==> config.mk <==
export PLATFORM = sky130hd
export DESIGN_NAME = uart_receiver
export DESIGN_NICKNAME = d
export VERILOG_FILES = /design/src/rtl/uart_pkg.sv /design/src/rtl/uart_rx_sync.sv /design/src/rtl/uart_receiver.sv
export SDC_FILE = /design/constraint.sdc
export NUM_CORES = 1
export LEC_CHECK = 0
export BUFFER_PORTS_ARGS = -buffer_cell sky130_fd_sc_hd__buf_2
export CAP_MARGIN = 20
export CORE_UTILIZATION = 45
export DETAILED_ROUTE_END_ITERATION = 8
export PLACE_DENSITY_LB_ADDON = 0.25
export SLEW_MARGIN = 20
export SYNTH_ARGS = -nofsm -noshare
export SYNTH_HDL_FRONTEND = slang
export SYNTH_SLANG_ARGS = --single-unit
==> constraint.sdc <==
create_clock -name clk -period 1.87 [get_ports clk]
set_input_delay 0.2805 -clock clk [delete_from_list [all_inputs] [get_ports clk]]
set_output_delay 0.2805 -clock clk [all_outputs]
set_load 0.02 [all_outputs]
==> src/rtl/uart_pkg.sv <==
// Shared definitions for the UART receiver: FSM state encoding and framing constants.
package uart_pkg;

  localparam int DEFAULT_CLKS_PER_BIT = 434;
  localparam int DATA_BITS            = 8;

  typedef enum logic [2:0] {
    IDLE      = 3'd0,
    START     = 3'd1,
    DATA      = 3'd2,
    STOP      = 3'd3,
    WAIT_HIGH = 3'd4
  } uart_state_t;

endpackage

==> src/rtl/uart_rx_sync.sv <==
// Multi-flop synchronizer for the asynchronous serial input; resets to the idle-high level.
module uart_rx_sync #(
  parameter int SYNC_STAGES = 2
) (
  input  logic clk,
  input  logic rstn,
  input  logic i_async,
  output logic o_sync
);

  logic [SYNC_STAGES-1:0] r_sync;

  always_ff @(posedge clk) begin
    if (!rstn) begin
      r_sync <= '1;
    end else begin
      r_sync <= (r_sync << 1) | SYNC_STAGES'(i_async);
    end
  end

  assign o_sync = r_sync[SYNC_STAGES-1];

endmodule

==> src/rtl/uart_receiver.sv <==
// 8N1 UART receiver presenting the last correctly framed byte on bus.
// Define UART_RX_DEBUG_EN to expose the live FSM state on cur_state.
module uart_receiver
  import uart_pkg::*;
#(
  parameter int CLKS_PER_BIT = DEFAULT_CLKS_PER_BIT,
  parameter int SYNC_STAGES  = 2
) (
  input  logic       clk,
  input  logic       rstn,
  input  logic       rx,
  output logic [7:0] bus
`ifdef UART_RX_DEBUG_EN
  ,
  output logic [2:0] cur_state
`endif
);

  localparam int CNT_W = $clog2(CLKS_PER_BIT);
  localparam logic [CNT_W-1:0] HALF_M1 = CNT_W'(CLKS_PER_BIT / 2 - 1);
  localparam logic [CNT_W-1:0] FULL_M1 = CNT_W'(CLKS_PER_BIT - 1);
  localparam logic [2:0]       LAST_IDX = 3'(DATA_BITS - 1);

  logic             w_rxs;
  uart_state_t      r_state;
  logic [CNT_W-1:0] r_clkCnt;
  logic [2:0]       r_bitIdx;
  logic [7:0]       r_shift;
  logic [7:0]       r_bus;

  uart_rx_sync #(
    .SYNC_STAGES(SYNC_STAGES)
  ) u_sync (
    .clk    (clk),
    .rstn   (rstn),
    .i_async(rx),
    .o_sync (w_rxs)
  );

  // Start is qualified at mid start bit; every later sample lands one full bit period apart.
  always_ff @(posedge clk) begin
    if (!rstn) begin
      r_state  <= IDLE;
      r_clkCnt <= '0;
      r_bitIdx <= '0;
      r_shift  <= '0;
      r_bus    <= '0;
    end else begin
      case (r_state)
        IDLE: begin
          r_clkCnt <= '0;
          if (!w_rxs) begin
            r_state <= START;
          end
        end
        START: begin
          if (r_clkCnt == HALF_M1) begin
            r_clkCnt <= '0;
            r_bitIdx <= '0;
            r_state  <= w_rxs ? IDLE : DATA;
          end else begin
            r_clkCnt <= r_clkCnt + 1'b1;
          end
        end
        DATA: begin
          if (r_clkCnt == FULL_M1) begin
            r_clkCnt          <= '0;
            r_shift[r_bitIdx] <= w_rxs;
            if (r_bitIdx == LAST_IDX) begin
              r_state <= STOP;
            end else begin
              r_bitIdx <= r_bitIdx + 3'd1;
            end
          end else begin
            r_clkCnt <= r_clkCnt + 1'b1;
          end
        end
        STOP: begin
          // Leaving at mid stop bit lets a start bit follow with no idle gap.
          if (r_clkCnt == FULL_M1) begin
            r_clkCnt <= '0;
            if (w_rxs) begin
              r_bus   <= r_shift;
              r_state <= IDLE;
            end else begin
              r_state <= WAIT_HIGH;
            end
          end else begin
            r_clkCnt <= r_clkCnt + 1'b1;
          end
        end
        WAIT_HIGH: begin
          r_clkCnt <= '0;
          if (w_rxs) begin
            r_state <= IDLE;
          end
        end
        default: begin
          r_clkCnt <= '0;
          r_state  <= IDLE;
        end
      endcase
    end
  end

  assign bus = r_bus;

`ifdef UART_RX_DEBUG_EN
  assign cur_state = r_state;
`endif

endmodule

==> run metrics <==
status complete, no violations; Setup violations, final 0; Async SR Flop Fraction 0; CTS max path bufs 2; Worst Setup Slack, final about 0.13 ns; P_int between 1 and 1.5 mW; synthesized flop and latch total 33; initial drt markers a little over 60; GRT Total Usage 0.1926; slew of the pin with the lowest slew margin 0.5066 ns; Switching Fraction 0.1918; sequential area share after synthesis 0.3902; Placer Congestion around 0.82; Req. time, crit path around 2.1 ns; drt first pass iters 4; vias in the first global route between 1000 and 1500; Post-synth EDFFs 0; slowest CP cell dfxtp_1; Die W ~63 um; Worst EP arrival roughly 2.0 ns; slowest cell delay on critical path between 0.5 and 0.6 ns; core box area ~3500 um^2; CP Cell Sequence nor3b_1 > a32oi_1 > a211oi_2 > mux2i_1; average wire per standard cell 13.16 um; RSZ-0062 raised after global routing false; Fmax around 570 MHz; via count roughly 1400; Die ar. 4011 um^2; most frequent cell after synthesis dfxtp_1; syn avg cell area ~9 um^2; TritonCTS buffer count 5; dpl hpwl 2387 um; antenna cells 0; cell area power density 796.8 nW/um^2; Crit path buffers/inverters 0; Sequential Power Share 0.460; Sum Neg Setup Slack 0 ns; worst relative slew slack 0.6592; Mapped Area about 1700 um^2; Synth area leader dfxtp_1; max cap viols 0; Final Hold Vio Count 0; H-tree levels 2; layout cells sized above 1 0.1739; clock share of power 0.515; CTS tree built; post-synthesis net count around 200; top cells by area, synth dfxtp_1 39%, mux2i_1 7.1%, nand2_1 5.8%, ha_1 3.7%, nand3_1 3.3%; Clk pin slew, worst setup/hold paths 0.07 ns; Placed Instances roughly 240; std cell rows 21; Net Sw Power 296.5 uW; critical-path maximum fanout 10; Initial Util 0.4881; Non-Filler Instances between 200 and 300; Final Cycle Share 0.9313; Min-Delay Path Class input port to register; Worst-Skew Late Latency 0.29 ns; Max Transition Viols Final 0; initial antenna violation count 0; Vert. Die Dim ~63 um; Vias/cell around 5.5; Syn-to-layout area delta 14.63%; Worst VDD drop 0.4793 mV; largest net degree at the start of global routing 27; post-synth cell types 42; DRT Wirelength between 3000 and 4000 um; Place WS between 0.1 and 0.15 ns; main flop type after synthesis dfxtp_1; Crit path max-delay family compound AO/OA/AOI/OAI gates; worst hold slack 0.1682 ns; post-synth top area share 0.3902; nets@finish 214; PortBufs 10; Ports 11; Worst Setup Start Kind register; critical path class register to register; Root Buffer clkbuf_8; Final min period 1.741 ns; Clock Skew 0.004787 ns; CP endpoint kind register; Leak approximately 0.65 nW; Post-DRT Antenna Nets 0; most instantiated cells after synthesis 33 x dfxtp_1, 26 x nand2_1, 12 x mux2i_1, 12 x nor2_1, 11 x nand3_1; Syn. warnings 0; Logic pwr share 0.025; Final Power between 1.5 and 2 mW; Remaining DRCs 0; Clock Sinks 33; Post-Synthesis Cells a little under 200; first-pass GRT wire length approximately 6000 um; global route overflow 0
-- worst paths after layout --
kind,startpoint,endpoint,slack [ns],cells after the start
worst min register to register,u_sync.r_sync[0]$_SDFF_PN1_,u_sync.r_sync[1]$_SDFF_PN1_,0.42,1
worst min-delay path,rx,u_sync.r_sync[0]$_SDFF_PN1_,0.17,2
worst max register to register,r_state[0]$_SDFFE_PN0P_,r_bitIdx[1]$_SDFFE_PN0P_,0.13,4
worst max-delay path,r_state[0]$_SDFFE_PN0P_,r_bitIdx[1]$_SDFFE_PN0P_,0.13,4
-- per-layer routing --
layer	global-route usage	vias up	part of all wire
met5	0	-	0
met4	0.07955	0	0.017
met3	0.05978	5	0.040
met2	0.2952	27	0.44
met1	0.2483	657	0.50
li1	-	713	-
-- power groups by stage --
stage	logic, mW	registers (mW)	clock network [mW]
4_1_cts	0.0380	0.711	0.815
2_1_floorplan	0.0331	0.723	0
3_5_place_dp	0.0380	0.727	0
6_report	0.0390	0.711	0.796
5_1_grt	0.0431	0.711	0.854
3_3_place_gp	0.0372	0.727	0
-- cell families after synthesis --
kind of cell,Yosys count,synth area share
buf+inv,19,0.05247
flops,33,0.3902
mux,12,0.07096
compound gates,30,0.1160
xor+xnor,6,0.03104
simple gates,88,0.3023
fa+ha+maj,5,0.03695
-- per-stage QoR --
step | instance area (um^2) | util
2_1_floorplan | 1693 | -
3_3_place_gp | 1787 | 0.5152
3_5_place_dp | 1787 | 0.5152
4_1_cts | 1921 | 0.5538
5_1_grt | 1941 | 0.5595
6_report | 1941 | 0.5595
-- layout make-up --
| type | count | area (um^2) |
|---|---|---|
| Clock buffer | 5 | 68.82 |
| Sequential cell | 33 | 661.9 |
| Timing Repair Buffer | 17 | 102.6 |
| Tap cell | 46 | 57.56 |
| Multi-Input combinational cell | 141 | 954.7 |
| Inverter | 8 | 30.03 |
| Clock inverter | 3 | 65.06 |
| Fill cell | 314 | 1528 |
-- state kept, by name (all words and copies together), names as in the netlist --
name           flops
u_sync.r_sync      2
bus                8
r_clkCnt           9
r_state            3
r_bitIdx           3
r_shift            8
-- layout by cell type, fill, tap and decap left out, types with 2 or more instances in the layout --
master / instances
nand2_1: 26
dfxtp_1: 32
a21oi_1: 10
bufinv_16: 2
buf_2: 10
xnor2_1: 5
nand4b_1: 5
o41ai_1: 2
o21ai_0: 10
nand3b_1: 4
or3_1: 2
buf_4: 7
a32oi_1: 2
nor2b_1: 3
nand2b_1: 2
inv_1: 8
clkbuf_8: 5
nor3_1: 3
ha_1: 5
a31oi_1: 2
and4bb_2: 2
nand3_1: 11
nor2_1: 12
nand4_1: 4
mux2i_1: 12
-- repair_timing --
item	4_1_cts	5_1_grt
endpoints found under the setup margin	0	4
hold buffers	0	0
buffers inserted	0	1
resized for setup	0	3
hold endpoints to repair	0	0
(Power assumes the default switching activity.)
